## config.mk

```make
export PLATFORM = sky130hd
export DESIGN_NAME = fle_fabric_reg_bank
export DESIGN_NICKNAME = d
export VERILOG_FILES = /design/src/rtl/fle_fabric_pkg.sv /design/src/rtl/fle_fabric_ff_slice.sv /design/src/rtl/fle_fabric_reg_bank.sv
export SDC_FILE = /design/constraint.sdc
export NUM_CORES = 1
export LEC_CHECK = 0
export ABC_AREA = 1
export BUFFER_PORTS_ARGS = -buffer_cell sky130_fd_sc_hd__buf_2
export CAP_MARGIN = 10
export CORE_MARGIN = 10
export CORE_UTILIZATION = 50
export DETAILED_ROUTE_END_ITERATION = 16
export PLACE_DENSITY = 0.75
export SYNTH_ARGS = -nofsm -noshare
export SYNTH_HDL_FRONTEND = slang
export SYNTH_HIERARCHICAL = 1
export SYNTH_SLANG_ARGS = --single-unit
```

## constraint.sdc

```tcl
create_clock -name fabric_clk -period 1.25 [get_ports fabric_clk]
set_input_delay 0.125 -clock fabric_clk [delete_from_list [all_inputs] [get_ports fabric_clk]]
set_output_delay 0.125 -clock fabric_clk [all_outputs]
set_load 0.02 [all_outputs]
```

## src/rtl/fle_fabric_pkg.sv

```systemverilog
// fle_fabric_pkg: shared constants for the fle fabric register bank.
package fle_fabric_pkg;

    localparam int CFG_BITS_PER_FF = 3;

    localparam logic [1:0] D_LUT    = 2'd0;
    localparam logic [1:0] D_CHAIN  = 2'd1;
    localparam logic [1:0] D_HOLD   = 2'd2;
    localparam logic [1:0] D_TOGGLE = 2'd3;

endpackage

```

## src/rtl/fle_fabric_ff_slice.sv

```systemverilog
// fle_fabric_ff_slice: one flip-flop with D-source mux, scan/enable priority and output mux.
module fle_fabric_ff_slice
    import fle_fabric_pkg::*;
(
    input  logic       clk_i,
    input  logic       rst_n_i,
    input  logic       cfg_en_i,
    input  logic       test_en_i,
    input  logic       ce_i,
    input  logic       sc_in_i,
    input  logic       chain_in_i,
    input  logic       lut_i,
    input  logic       out_sel_i,
    input  logic [1:0] d_sel_i,
    output logic       q_o,
    output logic       out_o
);

    logic q_q, q_d, d_fn;

    always_comb begin
        d_fn = d_sel_i == D_LUT   ? lut_i      :
               d_sel_i == D_CHAIN ? chain_in_i :
               d_sel_i == D_HOLD  ? q_q        : ~q_q;
        q_d  = cfg_en_i  ? q_q     :
               test_en_i ? sc_in_i :
               ce_i      ? d_fn    : q_q;
    end

    always_ff @(posedge clk_i or negedge rst_n_i) begin
        if (!rst_n_i) q_q <= 1'b0;
        else          q_q <= q_d;
    end

    // Outputs are forced low while configuring so half-loaded selects never reach routing.
    assign q_o   = q_q;
    assign out_o = cfg_en_i ? 1'b0 : (out_sel_i ? q_q : lut_i);

endmodule

```

## src/rtl/fle_fabric_reg_bank.sv

```systemverilog
// fle_fabric_reg_bank: NUM_FF configurable register slices with config chain,
// load counter and scan chain.
module fle_fabric_reg_bank
    import fle_fabric_pkg::*;
#(
    parameter int NUM_FF = 2
) (
    input  logic              fabric_clk,
    input  logic              fabric_reset_n,
    input  logic              cfg_en,
    input  logic              ccff_head,
    output logic              ccff_tail,
    output logic              cfg_done,
    input  logic              Test_en,
    input  logic              fabric_sc_in,
    output logic              fabric_sc_out,
    input  logic              fabric_ce,
    input  logic [NUM_FF-1:0] frac_out,
    input  logic              fabric_reg_in,
    output logic              fabric_reg_out,
    output logic [NUM_FF-1:0] fabric_out
);

    localparam int CFG_LEN = CFG_BITS_PER_FF * NUM_FF;
    localparam int CW      = $clog2(CFG_LEN + 1);

    logic [CFG_LEN-1:0] cfg_q, cfg_d;
    logic [CW-1:0]      cnt_q, cnt_d;
    logic               done_q, done_d;
    logic [NUM_FF-1:0]  q;

    always_comb begin
        cfg_d  = cfg_en ? {cfg_q[CFG_LEN-2:0], ccff_head} : cfg_q;
        cnt_d  = (cfg_en && cnt_q != CW'(CFG_LEN)) ? cnt_q + 1'b1 : cnt_q;
        done_d = cnt_d == CW'(CFG_LEN);
    end

    always_ff @(posedge fabric_clk or negedge fabric_reset_n) begin
        if (!fabric_reset_n) begin
            cfg_q  <= '0;
            cnt_q  <= '0;
            done_q <= 1'b0;
        end else begin
            cfg_q  <= cfg_d;
            cnt_q  <= cnt_d;
            done_q <= done_d;
        end
    end

    assign ccff_tail      = cfg_q[CFG_LEN-1];
    assign cfg_done       = done_q;
    assign fabric_sc_out  = q[NUM_FF-1];
    assign fabric_reg_out = q[NUM_FF-1];

    for (genvar i = 0; i < NUM_FF; i++) begin : g_slice
        localparam int B = CFG_BITS_PER_FF * i;
        logic chain_in, scan_in;
        if (i == 0) begin : g_head
            assign chain_in = fabric_reg_in;
            assign scan_in  = fabric_sc_in;
        end else begin : g_link
            assign chain_in = q[i-1];
            assign scan_in  = q[i-1];
        end
        fle_fabric_ff_slice u_slice (
            .clk_i      (fabric_clk),
            .rst_n_i    (fabric_reset_n),
            .cfg_en_i   (cfg_en),
            .test_en_i  (Test_en),
            .ce_i       (fabric_ce),
            .sc_in_i    (scan_in),
            .chain_in_i (chain_in),
            .lut_i      (frac_out[i]),
            .out_sel_i  (cfg_q[B]),
            .d_sel_i    ({cfg_q[B+1], cfg_q[B+2]}),
            .q_o        (q[i]),
            .out_o      (fabric_out[i])
        );
    end

endmodule

```

# Word level (Yosys, flattened, before mapping)
# Cells that the tools add are included.
# W data, S select, Z words.
# word_totals
register_bits,12
input_bits,10
output_inout_bits,6
# classes
addsub,1
eq_ne,8
n_mux,15
bitwise,3
reduce_logical,6
# op_table
op,n
$mux W1,14
$ne A4 B2 Y1 const B,2
$reduce_and A3 Y1,2
$eq A2 B1 Y1 const B,2
$eq A2 B2 Y1 const B,2
$logic_not A2 Y1,2
$add A3 B1 Y3 const B,1
$eq A3 B3 Y1 const B,1
$mux W3,1
$ne A3 B3 Y1 const B,1
$not A1 Y1,3
$reduce_bool A2 Y1,1
$logic_and A1 B1 Y1,1

# Longest topological paths before layout
# Gate-level depths: netlist (run 1).
# logic_depth
depth_word,6
mapped_depth,8
ltp_nobuf,8

# Modules after synthesis
# The synthesis (run 1) kept the hierarchy.
# by_module_without_submodules
mod,instances,cells_each,area_per_inst_um2
fle_fabric_reg_bank,1,44,455.4
fle_fabric_ff_slice,2,20,113.9

# Worst setup path after synthesis (run 1)
# OpenSTA, ideal clock, no wires.
# synth_timing
kind,register to register
start,reg cnt_q[0]
end,"reg done_q, in the netlist cfg_done"
setup_time_ns,0.069
arrival_time_ns,1.022
required_ns,1.181
path_slack_ns,0.159
path_stages_with_launch,7
path_buffers,0
synth_period_minus_slack_ns,1.091
cell_sequence,dfrtp_1 -> inv_1 -> ha_1 -> nand3b_1 -> nand2_2 -> nand2_2 -> nor2_2
# synth_via
elab_chain_len,4
# synth_lines
element,line,source
start: declaration,fle_fabric_reg_bank.sv:28,"logic [CW-1:0] cnt_q, cnt_d;"
start signal: assignment,fle_fabric_reg_bank.sv:45,cnt_q <= cnt_d;
branches (longest 2 deep; another with $add A3 B1 Y3),n/a,
$mux W3 (*),fle_fabric_reg_bank.sv:34,cnt_d = (cfg_en && cnt_q != CW'(CFG_LEN)) ? cnt_q + 1'b1 : cnt_q;
via cnt_d[1],fle_fabric_reg_bank.sv:28,
$eq A3 B3 Y1 (*),fle_fabric_reg_bank.sv:35,done_d = cnt_d == CW'(CFG_LEN);
via done_d,fle_fabric_reg_bank.sv:29,"logic done_q, done_d;"
end signal: assignment,fle_fabric_reg_bank.sv:46,done_q <= done_d;
end: declaration,fle_fabric_reg_bank.sv:29,
# Mark *: on every way through the listed nets, which the timed path passes.
# A chain may end at the register's enable or synchronous reset.

# Worst setup path in the final report (run 1)
# layout_timing
start,reg cnt_q[0]
end,"reg done_q, in the netlist cfg_done"
# layout_via
elab_chain_len,4
# layout_lines
element,line
branches (longest 2 deep; another with $add A3 B1 Y3),n/a
$mux W3 (*),fle_fabric_reg_bank.sv:34
$eq A3 B3 Y1 (*),fle_fabric_reg_bank.sv:35
via done_d,fle_fabric_reg_bank.sv:29
# Marks and branches as above.

==> run summary, run 1 <==
Ys Warns: 6
Crit Reg-Reg Startpoint: cnt_q[0]$_DFF_PN0_
Clk sinks: 12
VDD IR max: 1.02 mV
Inserted Clock Buffers: 3
Max-cap violation count: 0
1st-pass router iterations: 3
Vias in the first global route: 537
Post-Route WL: 1.35 mm
Predominant post-synthesis flop cell: dfrtp_1
Top post-synthesis cells by area: dfrtp_1 44%, nand2_1 13%, nand2_2 5.5%
Min-delay src: ccff_head
Max stage delay cell, worst path: dfrtp_1
LEAKAGE: 0.463 nW
Avg Cell Area, Syn: 8.13 um2
Max clock buf depth: 2
Chip width: 57.0 um
Max stage delay on crit path: 0.41 ns
1st-iter DRT viols: 4
Htree depth: 1
Fin. Hold Viols: 0
Vias: 562
Cells along the critical path: inv_2 > ha_2 > nand2_2 > nand2_1 > nand2_1 > nand2_2 > nand2_2 > nor2_2
Power Density: 1680 nW/um2
Status: complete, no violations
Critical path peak fanout: 5
Sw Ratio: 37.1%
Final worst-path cycle share: 95.3%
HP Class: input port to flop
GRT Resource Usage Total: 8.70%
Die height: 57.0 um
# setup viols final: 0
Antenna violations before repair: 0
Clk_skew: 0.00518 ns
Vias/cell: 4.72
Async S/R FF share, synth: 100%
Slew headroom: 76.5%
IO Pins: 16
Syn Nets: 96
Largest net degree at the start of global routing: 20
Area Overhead vs Synth: 20.3%
Die ar.: 3250 um2
Yosys cell types: 17
Initial Utilization: 52.5%
RSZ-0062 raised after global routing: true
Inst Count DP: 112
Sequential power share: 42.1%
Setup CP Type: flop to flop
Required time of the critical path: 1.47 ns
Row count: 13
Worst-Skew Late Latency: 0.28 ns
Crit path DAT: 1.41 ns
Clock root cell: clkbuf_4
Final ANT Viol Nets: 0
Synth Cell Area: 683 um2
Top cell by count, worst path: nand2_2
Max frequency: 839 MHz
I/O Buffers: 15
First-pass GRT wire length: 2.33 mm
Final WS setup: 0.0588 ns
Kind of start point of the critical path: flop
Yosys top cell by area: dfrtp_1
Share of cells above drive strength 1: 35.6%
Crit path time final: 1.19 ns
Synth cell count leaders: 23 x nand2_1, 12 x dfrtp_1, 9 x inv_1
Grt total ovfl: 0
RePlAce Congestion: 0.761
DP HPWL: 1.02 mm
Ant. Diodes: 0
Sequential share of the synthesized area: 44.0%
Clock group share of total power: 22.1%
Slew Limit Fails: 0
Post-DR wirelength/cell: 11.4 um
R2R Setup Slk: 0.06 ns
Yosys reg bits: 12
NetSw: 0.513 mW
Top cell type's share of synthesized area: 44.0%
Fin Setup TNS: 0 ns
Most common cell in the synthesized netlist: nand2_1
Int Pwr: 0.871 mW
Reg clk slew, reported paths: 0.08 ns
CTS tree: built
Placeable Area: 1300 um2
Combinational Power Share: 35.7%
EDFF count, synth: 0
Pre-CTS setup slack: 0.0744 ns
Layout Nets: 117
Launch point of the worst path: cnt_q[0]$_DFF_PN0_
Final Instance Count excl. Fillers: 119
Worst Tran Pin Value: 0.352 ns
Mapped Cells: 84
Worst Setup End Kind: flop
DRC: 0
## routing by layer
| metal | vias to the layer above | share of wire [%] | global-route usage [%] | wire length, um |
|---|---|---|---|---|
| met5 | - | 0 | 0 | 0 |
| met1 | 250 | 47 | 9.83 | 635 |
| li1 | 298 | - | - | - |
| met2 | 12 | 46 | 13.6 | 617 |
| met3 | 2 | 6.7 | 5.31 | 91 |
| met4 | 0 | 0.59 | 2.01 | 8 |
## state kept, by name, indices dropped and copies added (netlist names)
register / flops
cfg_done: 1
cfg_q: 6
cnt_q: 3
g_slice.u_slice/q_o: 2
## area by class of cell
| class | instances | area (um2) |
|---|---|---|
| repair buffers | 18 | 100 |
| fillers | 120 | 479 |
| well taps | 15 | 18.8 |
| inverters | 12 | 45.0 |
| flip-flops and latches | 12 | 300 |
| clock buffers | 4 | 36.3 |
| multi-input cells | 58 | 322 |
## layout by cell type (no fill, tap or decap)
| cell | count |
|---|---|
| clkbuf_4 | 3 |
| nand3b_1 | 3 |
| dfrtp_1 | 12 |
| mux2i_1 | 2 |
| nor2_1 | 6 |
| a21oi_1 | 4 |
| nand4_1 | 1 |
| inv_2 | 4 |
| ha_1 | 1 |
| nand2_2 | 6 |
| o21ai_0 | 2 |
| nand3_1 | 4 |
| mux2_4 | 2 |
| clkbuf_8 | 1 |
| inv_1 | 8 |
| buf_4 | 2 |
| nor2_2 | 3 |
| dlygate4sd3_1 | 1 |
| buf_2 | 15 |
| ha_2 | 1 |
| nand2_1 | 23 |
## kinds of logic (layout without fill, tap and decap cells)
kind of cell | after synthesis | in the layout | share of synthesized area (%)
simple gates | 46 | 46 | 31.3
buf+inv | 14 | 34 | 9.34
flops | 12 | 12 | 44.0
compound gates | 6 | 6 | 4.40
mux | 4 | 4 | 7.33
fa+ha+maj | 2 | 2 | 3.66
## worst max-delay path: cells and delay by family, from the launching register on
family        cells  cell delay (ns)
buf+inv           1             0.07
fa+ha+maj         1             0.17
simple gates      6             0.49
flops             1             0.41
## what timing repair did
| item | 4_1_cts | 5_1_grt |
|---|---|---|
| setup buffers | 0 | 2 |
| hold buffers | 1 | 0 |
| resized for setup | 0 | 2 |
| endpoints found under the hold margin | 12 | 0 |
| endpoints found under the setup margin | 0 | 2 |
## power groups by stage
stage          sequential [mW]  clock, mW  combinational [mW]
3_5_place_dp             0.587          0               0.474
5_1_grt                  0.603      0.334               0.563
4_1_cts                  0.581      0.318               0.476
6_report                 0.583      0.306               0.494
3_3_place_gp             0.581          0               0.454
2_1_floorplan            0.598          0               0.338
## per-stage QoR
step / area, um2 / util, % / power [mW] / hold WS (ns)
global placement: 758 / 58.3 / 1.04 / 0.0145
detailed placement: 758 / 58.3 / 1.06 / 0.0130
finish: 822 / 63.2 / 1.38 / 0.0792
global route: 822 / 63.2 / 1.50 / 0.0824
floorplan: 683 / - / 0.935 / -0.171
CTS: 805 / 61.8 / 1.38 / 0.0726
## worst paths after layout
check,to,depth (start not counted)
worst max-delay path,cfg_done$_DFF_PN0_,8
worst min-delay path,cfg_q[0]$_DFFE_PN0P_,2
worst max register to register,cfg_done$_DFF_PN0_,8
worst min register to register,g_slice[0].u_slice/q_o$_DFFE_PN0P_,2
max in group asynchronous,cnt_q[0]$_DFF_PN0_,2
min in group asynchronous,cfg_q[5]$_DFFE_PN0P_,2
(Power assumes the default switching activity.)
==> run 2: changes to the inputs <==
--- a/config.mk
+++ b/config.mk
@@ -12,6 +12,7 @@
 export CORE_UTILIZATION = 50
 export DETAILED_ROUTE_END_ITERATION = 16
 export PLACE_DENSITY = 0.75
+export RECOVER_POWER = 50
 export SYNTH_ARGS = -nofsm -noshare
 export SYNTH_HDL_FRONTEND = slang
 export SYNTH_HIERARCHICAL = 1
==> run 2 against run 1 <==
Hold slack did not move. Non-clock buffer count is the same. Largest cell class unchanged. Critical path depth unchanged. Largest power group unchanged. Final area fell by 0.15%. Via count did not move. Highest routed layer unchanged. Global-route usage is the same. Critical endpoint unchanged. Worst setup slack is the same. Critical path type unchanged. Sequential power hardly changed. Die area unchanged. Clock skew did not move.
==> run summary, run 2 (synthesis results as in run 1) <==
Status: complete, no violations
Inserted Clock Buffers: 3
Kind of start point of the critical path: flop
Clk_skew: 0.00518 ns
Die height: 57.0 um
Hold Path Sink: cfg_q[0]$_DFFE_PN0P_
Clock root cell: clkbuf_4
Post-route cell area: 821 um2
# setup viols final: 0
Largest net degree at the start of global routing: 20
Slew Limit Fails: 0
Hold path depth: 2
Chip width: 57.0 um
Fill count: 119
Vias in the first global route: 537
Htree depth: 1
Max stage delay on crit path: 0.41 ns
Vias/cell: 4.72
HP Class: input port to flop
1st-iter DRT viols: 4
Worst Setup End Kind: flop
Max clock buf depth: 2
CP delay by family, top: simple AND/OR/NAND/NOR gates
Buf/Inv on CP: 1
Final Instance Count excl. Fillers: 119
Max frequency: 839 MHz
Sw Ratio: 37.1%
Pwr Total: 1.38 mW
Sequential power share: 42.2%
Ant. Diodes: 0
Grt total ovfl: 0
Final worst-path cycle share: 95.3%
VDD IR max: 1.02 mV
Inst Count DP: 112
LEAKAGE: 0.460 nW
GRT Resource Usage Total: 8.70%
Reg with most FFs: cfg_q
DRC: 0
Most common cell after layout, fill and taps aside: nand2_1
Combinational Power Share: 35.7%
Fin Setup TNS: 0 ns
Crit Reg-Reg Endpoint: cfg_done$_DFF_PN0_
RePlAce Congestion: 0.761
Placeable Area: 1300 um2
Max-cap violation count: 0
Post-DR wirelength/cell: 11.3 um
Most frequent cells in the layout: 23 x nand2_1, 14 x buf_2, 12 x dfrtp_1, 8 x inv_1
Slew headroom: 58.2%
Pre-CTS setup slack: 0.0744 ns
Power Density: 1690 nW/um2
1st-pass router iterations: 3
I/O Buffers: 15
Antenna violations before repair: 0
Reg clk slew, reported paths: 0.08 ns
CTS tree: built
Max stage delay cell, worst path: dfrtp_1
Crit path time final: 1.19 ns
R2R Setup Slk: 0.06 ns
Crit path DAT: 1.41 ns
IO Pins: 16
Final WS setup: 0.0588 ns
Int Pwr: 0.870 mW
Final ANT Viol Nets: 0
Die ar.: 3250 um2
NetSw: 0.513 mW
Final Util: 63.1%
Min-delay src: ccff_head
DP Area: 758 um2
RSZ-0062 raised after global routing: true
Area Overhead vs Synth: 20.1%
Worst hold slack: 0.0792 ns
Vias: 562
Worst-Skew Late Latency: 0.28 ns
Top cell by count, worst path: nand2_2
Critical path peak fanout: 5
First-pass GRT wire length: 2.33 mm
Row count: 13
Clock group share of total power: 22.1%
Fin. Hold Viols: 0
Share of cells above drive strength 1: 34.6%
Initial Utilization: 52.5%
Cells along the critical path: inv_2 > ha_2 > nand2_2 > nand2_1 > nand2_1 > nand2_2 > nand2_2 > nor2_2
Worst reg-to-reg path cell count: 8
Setup CP Type: flop to flop
Post-Route WL: 1.35 mm
Worst Tran Pin Value: 0.627 ns
DP HPWL: 1.02 mm
Clk sinks: 12
Crit Reg-Reg Startpoint: cnt_q[0]$_DFF_PN0_
Max FFs per register: 6
Layout Nets: 117
Required time of the critical path: 1.47 ns
==> run 2: area by class of cell <==
cell class	instances	area [um2]	share of cell area (%)
clock buffers	4	36.3	4.42
inverters	12	45.0	5.49
repair buffers	18	98.8	12.0
flip-flops and latches	12	300	36.6
well taps	15	18.8	2.29
multi-input cells	58	322	39.2
==> run 2: worst max-delay path by stage <==
| stage | to | start | depth (start not counted) |
|---|---|---|---|
| after floorplan | cfg_done$_DFF_PN0_ | cnt_q[0]$_DFF_PN0_ | 6 |
| after global placement | cfg_done$_DFF_PN0_ | cnt_q[0]$_DFF_PN0_ | 6 |
| after detailed placement | cfg_done$_DFF_PN0_ | cnt_q[0]$_DFF_PN0_ | 8 |
| after CTS | fabric_out[0] | cfg_q[0]$_DFFE_PN0P_ | 3 |
| after global routing | cfg_done$_DFF_PN0_ | cnt_q[0]$_DFF_PN0_ | 8 |
| final | cfg_done$_DFF_PN0_ | cnt_q[0]$_DFF_PN0_ | 8 |
==> run 2: timing repair <==
| item | CTS | global route |
|---|---|---|
| setup endpoints to repair | 0 | 2 |
| resized for setup | 0 | 2 |
| hold endpoints to repair | 12 | 0 |
| buffers inserted | 0 | 2 |
| hold buffers | 1 | 0 |
==> run 2: layer usage <==
metal  track usage (%)  routed length [um]  vias to the layer above
met1              9.83                 633                      250
met4              2.01                   8                        0
met2              13.6                 617                       12
met5                 0                   0                        -
met3              5.31                  91                        2
li1                  -                   -                      298
==> run 2: power groups by stage <==
| stage | sequential [mW] | clock [mW] | combinational (mW) |
|---|---|---|---|
| 3_5_place_dp | 0.587 | 0 | 0.474 |
| 4_1_cts | 0.581 | 0.318 | 0.476 |
| 6_report | 0.583 | 0.306 | 0.494 |
| 2_1_floorplan | 0.598 | 0 | 0.338 |
| 3_3_place_gp | 0.581 | 0 | 0.454 |
| 5_1_grt | 0.603 | 0.334 | 0.563 |
==> run 3: changes to the inputs <==
==> constraint.sdc (replaced) <==
create_clock -name fabric_clk -period 1.35 [get_ports fabric_clk]
set_input_delay 0.135 -clock fabric_clk [delete_from_list [all_inputs] [get_ports fabric_clk]]
set_output_delay 0.135 -clock fabric_clk [all_outputs]
set_load 0.02 [all_outputs]
==> run 3 against run 2 <==
Wire length decreased by 5.6%. Clock skew decreased by 0.0014 ns. Hold slack improved by 0.014 ns. Worst setup slack improved by 0.085 ns. Global-route usage unchanged. Sequential share of layout area increased by 0.80 points. Count of clock-buffer cells in the layout unchanged. Register-to-register slack improved by 0.11 ns. Largest cell class unchanged.
==> run summary, run 3 (synthesis results as in run 1) <==
Status: complete, no violations
Clk_skew: 0.00382 ns
CP Capture Point: fabric_out[0]
Crit path time final: 1.21 ns
Worst Setup End Kind: output pin
Max stage delay cell, worst path: dfrtp_1
Combinational Power Share: 34.7%
VDD IR max: 0.936 mV
Cells along the critical path: mux2i_1 > nor2_1 > buf_2
Fin Setup TNS: 0 ns
Max stage delay on crit path: 0.40 ns
Most frequent cells in the layout: 23 x nand2_1, 14 x buf_2, 12 x dfrtp_1, 9 x inv_1
Ant. Diodes: 0
Crit Reg-Reg Startpoint: cnt_q[0]$_DFF_PN0_
DRC: 0
Most common cell after layout, fill and taps aside: nand2_1
Power Density: 1560 nW/um2
DP HPWL: 1.02 mm
Inst Count DP: 112
Clk sinks: 12
GRT Resource Usage Total: 8.70%
Max FFs per register: 6
Placeable Area: 1300 um2
Initial Utilization: 52.5%
Area Overhead vs Synth: 17.6%
IO Pins: 16
R2R Setup Slk: 0.17 ns
Antenna violations before repair: 0
Layout Nets: 115
Final worst-path cycle share: 89.4%
Reg clk slew, reported paths: 0.07 ns
Post-CTS Setup Bufs: 0
Clock root cell: clkbuf_4
Crit Reg-Reg Endpoint: cfg_done$_DFF_PN0_
Share of cells above drive strength 1: 31.4%
Max frequency: 829 MHz
Buf/Inv on CP: 1
1st-iter DRT viols: 0
Required time of the critical path: 1.22 ns
Kind of start point of the critical path: flop
Die height: 57.0 um
Reg with most FFs: cfg_q
Max-cap violation count: 0
Number of cells on the critical path: 3
First-pass GRT wire length: 2.33 mm
HP Class: input port to flop
Crit path DAT: 1.07 ns
Worst hold slack: 0.0929 ns
Int Pwr: 0.791 mW
CP delay by family, top: flip-flops
RSZ-0062 raised after global routing: false
Sequential power share: 42.9%
Chip width: 57.0 um
RePlAce Congestion: 0.761
Launch point of the worst path: cfg_q[0]$_DFFE_PN0P_
Die ar.: 3250 um2
Worst Tran Pin Value: 0.629 ns
Largest net degree at the start of global routing: 20
Worst-Skew Late Latency: 0.27 ns
# setup viols final: 0
Slew headroom: 58.1%
Fin. Hold Viols: 0
Vias/cell: 4.73
Grt total ovfl: 0
Inserted Clock Buffers: 3
Max clock buf depth: 2
LEAKAGE: 0.453 nW
Final ANT Viol Nets: 0
Post-Route WL: 1.27 mm
1st-pass router iterations: 1
I/O Buffers: 15
Setup CP Type: flop to output pin
Vias in the first global route: 537
Vias: 553
Worst reg-to-reg path cell count: 8
Clock group share of total power: 22.4%
Sw Ratio: 36.8%
Min-delay src: ccff_head
Post-DR wirelength/cell: 10.9 um
Final Instance Count excl. Fillers: 117
CTS tree: built
Critical path peak fanout: 3
Htree depth: 1
Slew Limit Fails: 0
Row count: 13
NetSw: 0.462 mW
-- run 3: cell count changes in the layout (fill, tap and decap cells not counted) --
cell / delta
ha_1: +1
inv_1: +1
inv_2: -1
buf_4: -2
ha_2: -1
-- run 3: per-layer routing --
layer / vias to the layer above / GRT usage, % / routed length [um]
met4: 0 / 2.01 / 7
met5: - / 0 / 0
met2: 12 / 13.6 / 577
met3: 2 / 5.31 / 94
met1: 243 / 9.83 / 594
li1: 296 / - / -
-- run 3: cell type report --
cell class | instances | area [um2]
sequential | 12 | 300
multi-input combinational | 58 | 319
fill | 118 | 498
clock buffer | 4 | 36.3
timing repair buffer | 16 | 83.8
inverter | 12 | 45.0
tap | 15 | 18.8
-- run 3: stage by stage --
step	util (%)	worst slack, ns	total power [mW]	cell area [um2]
after floorplan	-	0.259	0.866	683
final	61.7	0.144	1.25	803
after CTS	61.8	0.129	1.27	805
after global placement	58.3	0.235	0.959	758
after global routing	61.7	0.0406	1.36	803
after detailed placement	58.3	0.174	0.982	758
-- run 3: worst min path at each step --
stage / slack [ns] / depth (start not counted) / endpoint
6_report: 0.09 / 2 / cfg_q[0]$_DFFE_PN0P_
5_1_grt: 0.09 / 2 / cfg_q[0]$_DFFE_PN0P_
2_1_floorplan: -0.16 / 0 / cfg_done$_DFF_PN0_
4_1_cts: 0.08 / 2 / cfg_q[0]$_DFFE_PN0P_
3_5_place_dp: 0.02 / 1 / cfg_q[5]$_DFFE_PN0P_
3_3_place_gp: 0.02 / 1 / cnt_q[2]$_DFF_PN0_
-- run 3: power by group through the flow --
stage	Sequential (mW)	Combinational [mW]	Clock, mW
global placement	0.538	0.420	0
floorplan	0.553	0.313	0
detailed placement	0.543	0.439	0
finish	0.537	0.434	0.281
global route	0.557	0.496	0.308
CTS	0.538	0.440	0.295
-- run 3: timing repair --
item	in CTS	in global routing
endpoints found under the setup margin	0	0
hold buffers	1	0
resized for setup	0	0
endpoints found under the hold margin	12	0
